$ cat config.mk
export PLATFORM = sky130hd
export DESIGN_NAME = iob_merge_arb
export DESIGN_NICKNAME = d
export VERILOG_FILES = /design/src/rtl/iob_merge_arb_pkg.sv /design/src/rtl/iob_rr_arbiter.sv /design/src/rtl/iob_merge_arb.sv
export SDC_FILE = /design/constraint.sdc
export NUM_CORES = 1
export LEC_CHECK = 0
export ABC_AREA = 1
export BUFFER_PORTS_ARGS = -buffer_cell sky130_fd_sc_hd__buf_2
export CAP_MARGIN = 10
export CELL_PAD_IN_SITES_DETAIL_PLACEMENT = 0
export CELL_PAD_IN_SITES_GLOBAL_PLACEMENT = 1
export CORE_MARGIN = 5
export CORE_UTILIZATION = 12
export DETAILED_ROUTE_END_ITERATION = 10
export PLACE_DENSITY = 0.92
export REMOVE_ABC_BUFFERS = 1
export SYNTH_ARGS = -nofsm -noshare
export SYNTH_HDL_FRONTEND = slang
export SYNTH_SLANG_ARGS = --single-unit
export TNS_END_PERCENT = 20
$ cat constraint.sdc
create_clock -name clk -period 1.3 [get_ports clk]
set_clock_uncertainty 0.15 [all_clocks]
set_input_delay 0.195 -clock clk [delete_from_list [all_inputs] [get_ports clk]]
set_output_delay 0.195 -clock clk [all_outputs]
set_load 0.01 [all_outputs]
$ cat src/rtl/iob_merge_arb_pkg.sv
// Shared constants, state encoding and request packing helpers for the
// N-master to 1-slave native-bus merge.
package iob_merge_arb_pkg;

    localparam int ARB_FIXED = 0;
    localparam int ARB_RR    = 1;

    typedef enum logic {
        IDLE = 1'b0,
        BUSY = 1'b1
    } state_e;

    // A packed request is laid out {valid, addr, wdata, wstrb}, MSB first.
    function automatic int req_w(input int addr_w, input int data_w);
        return 1 + addr_w + data_w + data_w / 8;
    endfunction

    function automatic int sel_w(input int n);
        return (n > 1) ? $clog2(n) : 1;
    endfunction

endpackage

$ cat src/rtl/iob_rr_arbiter.sv
// Combinational winner selection: fixed priority (index 0 highest) or
// round robin starting just after the last granted master.
module iob_rr_arbiter
    import iob_merge_arb_pkg::*;
#(
    parameter int N     = 2,
    parameter int MODE  = ARB_RR,
    localparam int SEL_W = sel_w(N)
) (
    input  logic [N-1:0]     req,
    input  logic [SEL_W-1:0] last,
    output logic [SEL_W-1:0] winner,
    output logic             any_req
);

    // cand[k] is the master index holding priority rank k (0 = highest).
    logic [SEL_W-1:0] cand [N];

    genvar gi;
    generate
        for (gi = 0; gi < N; gi++) begin : g_cand
            if (MODE == ARB_RR) begin : g_rr
                assign cand[gi] = SEL_W'((int'(last) + gi + 1) % N);
            end else begin : g_fp
                assign cand[gi] = SEL_W'(gi);
            end
        end
    endgenerate

    always_comb begin
        winner  = '0;
        any_req = |req;
        // Scan from lowest rank upward so the highest-ranked requester wins.
        for (int k = N - 1; k >= 0; k--) begin
            if (req[cand[k]]) begin
                winner = cand[k];
            end
        end
    end

endmodule

$ cat src/rtl/iob_merge_arb.sv
// N-master to 1-slave merge for the native valid/ready bus, with
// selectable arbitration and the grant held until slave completion.
module iob_merge_arb
    import iob_merge_arb_pkg::*;
#(
    parameter int N_MASTERS = 2,
    parameter int ADDR_W    = 32,
    parameter int DATA_W    = 32,
    parameter int ARB_MODE  = 1
) (
    input  logic                          clk,
    input  logic                          rst,
    input  logic [N_MASTERS-1:0]          m_valid,
    input  logic [N_MASTERS*ADDR_W-1:0]   m_addr,
    input  logic [N_MASTERS*DATA_W-1:0]   m_wdata,
    input  logic [N_MASTERS*DATA_W/8-1:0] m_wstrb,
    output logic [N_MASTERS*DATA_W-1:0]   m_rdata,
    output logic [N_MASTERS-1:0]          m_ready,
    output logic                          s_valid,
    output logic [ADDR_W-1:0]             s_addr,
    output logic [DATA_W-1:0]             s_wdata,
    output logic [DATA_W/8-1:0]           s_wstrb,
    input  logic [DATA_W-1:0]             s_rdata,
    input  logic                          s_ready,
    output logic [N_MASTERS-1:0]          grant,
    output logic                          busy
);

    localparam int SEL_W  = sel_w(N_MASTERS);
    localparam int STRB_W = DATA_W / 8;
    localparam int REQ_W  = req_w(ADDR_W, DATA_W);

    state_e           state_reg, state_next;
    logic [SEL_W-1:0] sel_reg, sel_next;
    logic [SEL_W-1:0] last_reg, last_next;
    logic [SEL_W-1:0] winner;
    logic             any_req;

    logic [REQ_W-1:0] req_vec [N_MASTERS];
    logic [REQ_W-1:0] req_sel;
    logic             sel_valid;

    genvar gi;
    generate
        for (gi = 0; gi < N_MASTERS; gi++) begin : g_req
            assign req_vec[gi] = {m_valid[gi],
                                  m_addr[gi*ADDR_W +: ADDR_W],
                                  m_wdata[gi*DATA_W +: DATA_W],
                                  m_wstrb[gi*STRB_W +: STRB_W]};
        end
    endgenerate

    assign req_sel   = req_vec[sel_reg];
    assign sel_valid = req_sel[REQ_W-1];
    assign s_addr    = req_sel[REQ_W-2 -: ADDR_W];
    assign s_wdata   = req_sel[DATA_W+STRB_W-1 -: DATA_W];
    assign s_wstrb   = req_sel[STRB_W-1:0];
    assign m_rdata   = {N_MASTERS{s_rdata}};

    iob_rr_arbiter #(
        .N    (N_MASTERS),
        .MODE (ARB_MODE)
    ) u_arb (
        .req     (m_valid),
        .last    (last_reg),
        .winner  (winner),
        .any_req (any_req)
    );

    always_ff @(posedge clk) begin
        if (rst) begin
            state_reg <= IDLE;
            sel_reg   <= '0;
            last_reg  <= SEL_W'(N_MASTERS - 1);
        end else begin
            state_reg <= state_next;
            sel_reg   <= sel_next;
            last_reg  <= last_next;
        end
    end

    always_comb begin
        state_next = state_reg;
        sel_next   = sel_reg;
        last_next  = last_reg;
        s_valid    = 1'b0;
        busy       = 1'b0;
        grant      = '0;
        m_ready    = '0;
        case (state_reg)
            IDLE: begin
                if (any_req) begin
                    sel_next   = winner;
                    last_next  = winner;
                    state_next = BUSY;
                end
            end
            BUSY: begin
                busy           = 1'b1;
                grant[sel_reg] = 1'b1;
                s_valid        = sel_valid;
                // A master that abandoned its request gets no completion.
                if (sel_valid) begin
                    m_ready[sel_reg] = s_ready;
                end
                if (s_ready || !sel_valid) begin
                    state_next = IDLE;
                end
            end
            default: state_next = IDLE;
        endcase
    end

endmodule
==> summary.txt, run 1 <==
CTS
  • Clk_lat worst skew: ~0.22 ns
  • CTS tree: yes
  • Clock root buffer master: clkbuf_16
  • Worst-path clk slew: ~0.030 ns
  • TritonCTS buffer count: 3
  • H-tree levels: 1
  • CTS Buffer Depth: 2
  • TritonCTS sink count: 3

Die
  • FP Rows: 40
  • I/O pins: 311
  • Die Span Y: 122 um
  • Starting Density: 12.4%
  • Die W: between 100 and 150 um
  • Core Area: around 12,000 um2
  • Die footprint: 14,800 um2

Logic synthesis
  • Area leader, netlist: nand2_1
  • Synth Flop Type: dfxtp_1
  • Avg Cell Area, Syn: around 4.8 um2
  • Post-synth ARST share: 0%
  • Yosys reg bits: 3
  • Synth top cells by count: nand2_1 (214), buf_4 (65), buf_2 (11)
  • Gate count after technology mapping: just over 300
  • Yosys Warn Count: 0
  • Share of the synthesized area in the top cell type: between 50% and 60%
  • Mapped Area: 1500 um2
  • Most numerous cell in the Yosys netlist: nand2_1
  • Top area cells in the synthesized netlist: nand2_1 (54%), buf_4 (33%), dfxtp_1 (4.0%), buf_2 (3.7%), buf_6 (2.3%)
  • Post-synth cell types: 11
  • Sequential fraction of the synthesis area: under 10%
  • EDFF count, synth: 0

Routing
  • Vias: between 2,000 and 2,500
  • DRT iter0 DRCs: 66
  • Vias per inst: 3.78
  • WL/cell: roughly 18 um
  • Antenna Nets Post-Route: 0
  • DRT Pass-1 Iters: 4
  • Total wire length: about 11 mm
  • Detailed-route DRC error count: 0

Layout
  • Antenna cells: 0
  • Net count, final: 639
  • Layout Area Growth over Synthesis: 84.0%
  • Fin util: 22.7%
  • Share of cells above drive strength 1: between 50% and 60%

Global route
  • First-pass GRT wire length: 14.4 mm
  • Initial antenna violation count: 0
  • Pin count of the biggest net entering global routing: 32
  • M2 GR Usage: a little over a fifth
  • GR Util met1: ~14%
  • Total congestion overflow: 0
  • M3 GR Usage: between 10% and 20%
  • Total Routing Usage GR: approximately 13%
  • Vias in the first global route: 2,231
  • Gr busiest metal: met2

STA
  • Relative slew slack: approximately three quarters
  • Setup WS post-layout: -0.235 ns
  • Slew Viols, Final: 0
  • Post-layout min period: between 1.5 and 2 ns
  • Fmax: ~0.65 GHz
  • RSZ-0062 raised after global routing: yes
  • Final Hold Fails: 0
  • Setup violators final: 73
  • Period utilization: 118%
  • Slew at the pin with the worst max-slew slack: around 0.35 ns

Setup path
  • Critical path launch point: sel_reg
  • CP arrival: approximately 1.2 ns
  • CP startpoint kind: flip-flop
  • Crit end category: primary output
  • Crit path required time: ~0.95 ns
  • Worst Path Max Fanout: 7
  • Reg2reg start: sel_reg
  • Crit Path Class: reg -> out

Placed design
  • HPWL Detailed: about 9.8 mm
  • Place WS: -0.0487 ns
  • Routability cong.: 0.864
  • IO Port Bufs: around 210

Min path
  • Hold path start: s_ready
  • Hold Path Class: in -> reg

Power
  • P per Cell Area: approximately 640 nW/um2
  • Leak: roughly 0.0018 uW
  • Max VDD drop: around 0.32 mV

Run
  • Maxcap violations: 0

Status
  • Run status: finished with violations
  • Violated checks: negative setup slack
==> power by group <==
group | switching (uW) | internal (uW)
sequential | 17.9 | 103
clock | 84.5 | 405
combinational | 569 | 582
total | 671 | 1090
==> critical path, stage by stage, from the launching register on <==
cell       delay, ns
dfxtp_4         0.43
buf_12          0.17
clkbuf_16       0.15
nand2_2         0.05
nand2_1         0.04
buf_2           0.12
==> metrics by stage <==
step	hold WS, ns	cells	setup TNS (ns)	total power, uW	cell area [um2]
2_1_floorplan	0.114	230	-91.64	523	921
6_report	0.164	633	-13.87	1760	2760
4_1_cts	0.142	630	-14.36	1710	2610
5_1_grt	0.174	633	-17.91	1900	2760
3_3_place_gp	0.224	620	-0.0453	1090	2330
3_5_place_dp	0.225	620	-0.0779	1090	2330
==> final cells by class <==
cell class | count | area [um2]
Clock buffer | 4 | 78.8
Multi-Input combinational cell | 222 | 925
Sequential cell | 3 | 65.1
Timing Repair Buffer | 231 | 1450
Inverter | 5 | 26.3
Fill cell | 1409 | 9360
Tap cell | 168 | 210
==> metal layers <==
layer	share of wire, %	wire length, um	vias up
li1	-	-	1163
met1	34	3910	992
met2	44	5070	233
met3	21	2350	2
met4	0.026	3	2
met5	0.53	61	-
==> placed cells by master, fill, tap and decap left out, drive strengths merged <==
cell and count:
inv 5, clkbuf 6, o21ai 1, dlygate4sd3 1, buf 227, nand2 214, bufbuf 1, nand3 2
nor2 3, a21oi 2, dfxtp 3
==> path summary, 6_finish.rpt <==
check,endpoint,slack [ns],cells after the start
max reg2reg,state_reg,0.17,5
min reg2reg,last_reg,0.32,2
max,s_wdata[14],-0.24,5
min,state_reg,0.16,4
==> logic make-up after synthesis <==
kind of cell,after synthesis,share of synthesized area (%)
AND/OR/NAND/NOR,219,55.1
buffers and inverters,84,39.9
flip-flops,3,4.01
AO/OA/AOI/OAI,3,1.00
==> what timing repair did <==
action                                  4_1_cts  5_1_grt
hold buffers                                  1        0
buffers inserted                              2        1
gates cloned                                  3        2
endpoints found under the hold margin         1        0
pin swaps                                     3       16
endpoints found under the setup margin       73       73
resized for setup                            25       29
Power figures use the tool's default switching activity.
==> run 2, diff against run 1 <==
- CORE_UTILIZATION: 12 -> 11
- CTS_BUF_LIST: unset -> sky130_fd_sc_hd__clkbuf_2
- MAX_ROUTING_LAYER: unset -> met4
- PLACE_DENSITY: 0.92 -> 0.89
- clock period: 1.3 -> 1.35 ns (I/O delays scaled with it)
==> summary.txt, run 2 (synthesized netlist as in run 1, its figures left out) <==
Routing
  • Vias per inst: ~3.7
  • Vias: about 2,400
  • DRT Pass-1 Iters: 6
  • WL/cell: between 15 and 20 um
  • Total wire length: ~11 mm
  • Detailed-route DRC error count: 0
  • DRT iter0 DRCs: 92
  • Antenna Nets Post-Route: 0

Setup path
  • Crit-path most repeated cell: nand2_1
  • Critical path launch point: sel_reg
  • Crit Path Class: reg -> out
  • Crit path required time: 1.00 ns
  • Flop2flop setup slack: ~0.20 ns
  • Crit end category: primary output
  • Reg2reg start: sel_reg
  • Crit path max-delay family: flip-flops
  • Slowest cell on the critical path: dfxtp_4
  • Worst Path Max Fanout: 9
  • CP Cell Sequence: buf_12 -> clkbuf_16 -> nand2_1 -> nand2_1 -> buf_2
  • Reg-to-Reg End: sel_reg
  • CP startpoint kind: flip-flop
  • Max incr delay on CP: 0.44 ns
  • Worst Path Buf+Inv: 3
  • CP arrival: between 1 and 1.5 ns
  • Setup crit end: s_addr[12]
  • Reg2Reg Depth: 4
  • Critical path depth: 5

STA
  • Setup violators final: 73
  • Post-layout min period: between 1.5 and 2 ns
  • Setup WS post-layout: -0.195 ns
  • Relative slew slack: between 70 and 80%
  • Slew at the pin with the worst max-slew slack: between 0.3 and 0.4 ns
  • Fmax: roughly 0.65 GHz
  • Period utilization: 114%
  • Worst hold slack: ~0.13 ns
  • Final Hold Fails: 0
  • RSZ-0062 raised after global routing: yes
  • Slew Viols, Final: 0

CTS
  • CTS tree: yes
  • CTS Buffer Depth: 2
  • Clock root buffer master: clkbuf_2
  • TritonCTS buffer count: 3
  • TritonCTS sink count: 3
  • Worst-path clk slew: about 0.040 ns
  • H-tree levels: 1
  • Clk_lat worst skew: 0.21 ns

Layout
  • Share of cells above drive strength 1: a little under three fifths
  • Layout Area Growth over Synthesis: 80.3%
  • Final Cell Area: between 2000 and 3000 um2
  • Most frequent cells in the layout: buf_2 (202), nand2_1 (192), nand2_2 (19), buf_6 (19), buf_12 (6)
  • Commonest non-fill, non-tap cell in the layout: buf_2
  • Net count, final: approximately 640
  • Fillers: about 1,600
  • Antenna cells: 0

Global route
  • Initial antenna violation count: 0
  • Total Routing Usage GR: between 10% and 20%
  • M3 GR Usage: approximately an eighth
  • GR Util met1: 14.3%
  • First-pass GRT wire length: ~15 mm
  • Pin count of the biggest net entering global routing: 23
  • Total congestion overflow: 0
  • Gr busiest metal: met2
  • M2 GR Usage: between 10% and 20%
  • Vias in the first global route: between 2,000 and 2,500

Die
  • I/O pins: roughly 310
  • Die Span Y: 127 um
  • Die W: about 130 um
  • Core Area: approximately 13,000 um2
  • Die footprint: 16,000 um2
  • Starting Density: 11.3%
  • FP Rows: 42

Placed design
  • Place WS: -0.0252 ns
  • Routability cong.: approximately 0.82
  • Placed Area: approximately 2300 um2
  • IO Port Bufs: 214
  • HPWL Detailed: ~9.3 mm

Run
  • Maxcap violations: 0

Status
  • Violated checks: negative setup slack
  • Run status: finished with violations

Power
  • Max VDD drop: between 0.3 and 0.4 mV
  • Leak: roughly 0.0017 uW
  • P per Cell Area: about 500 nW/um2

Min path
  • Hold Path Class: in -> reg
## run 2: changes by cell type in the layout (fill, tap and decap cells not counted)
cell,change
buf_2,-2
bufbuf_16,-1
buf_6,+8
nand2_1,+6
nor2_1,+1
clkbuf_2,+4
nor2_2,-1
dfxtp_2,-1
dfxtp_1,+1
buf_8,-1
clkbuf_16,-4
nand2_2,-7
nand2_4,+1
clkbuf_1,-1
## run 2: how the worst min path moves through the flow
stage,cells after the start,to,startpoint,slack (ns)
finish,4,state_reg,s_ready,0.13
global placement,2,sel_reg,rst,0.22
detailed placement,2,sel_reg,rst,0.22
global route,4,state_reg,s_ready,0.18
CTS,4,state_reg,s_ready,0.12
floorplan,1,sel_reg,rst,0.12
## run 2: layout make-up
class | instances | area [um2] | share of cell area (%)
repair buffers | 234 | 1460 | 54.0
multi-input cells | 222 | 912 | 33.8
well taps | 176 | 220 | 8.16
flip-flops and latches | 3 | 63.8 | 2.36
inverters | 5 | 26.3 | 0.973
clock buffers | 4 | 20.0 | 0.741
## run 2: per-stage QoR
| step | TNS (ns) | instances | power (uW) | util, % |
|---|---|---|---|---|
| CTS | -11.58 | 643 | 1330 | 19.6 |
| global placement | -0.0442 | 633 | 1060 | 17.7 |
| global route | -14.92 | 644 | 1490 | 20.3 |
| finish | -9.97 | 644 | 1350 | 20.3 |
| floorplan | -88.43 | 230 | 503 | - |
| detailed placement | -0.0739 | 633 | 1060 | 17.7 |
## run 2: per-layer routing
metal  part of all wire [%]  routed length (um)
met1                     40                4420
met2                     39                4280
met3                     21                2310
met4                   0.38                  42
met5                      0                   0
## run 2: repair_timing
action | in CTS | in global routing
gates cloned | 2 | 1
buffers inserted | 3 | 0
hold endpoints to repair | 1 | 0
pin swaps | 3 | 12
setup endpoints to repair | 73 | 73
gates resized for setup | 37 | 20
hold buffers | 1 | 0
## run 2: report_power, final
part,switching [uW],total (uW),internal (uW)
logic,550,1110,558
clock network,49.2,127,78.2
registers,17.7,116,98.1
total,617,1350,734
## run 2: tightest hold or removal path: stages
cell     delay, ns
buf_2         0.07
nand2_1       0.07
nand2_1       0.06
a21oi_1       0.03
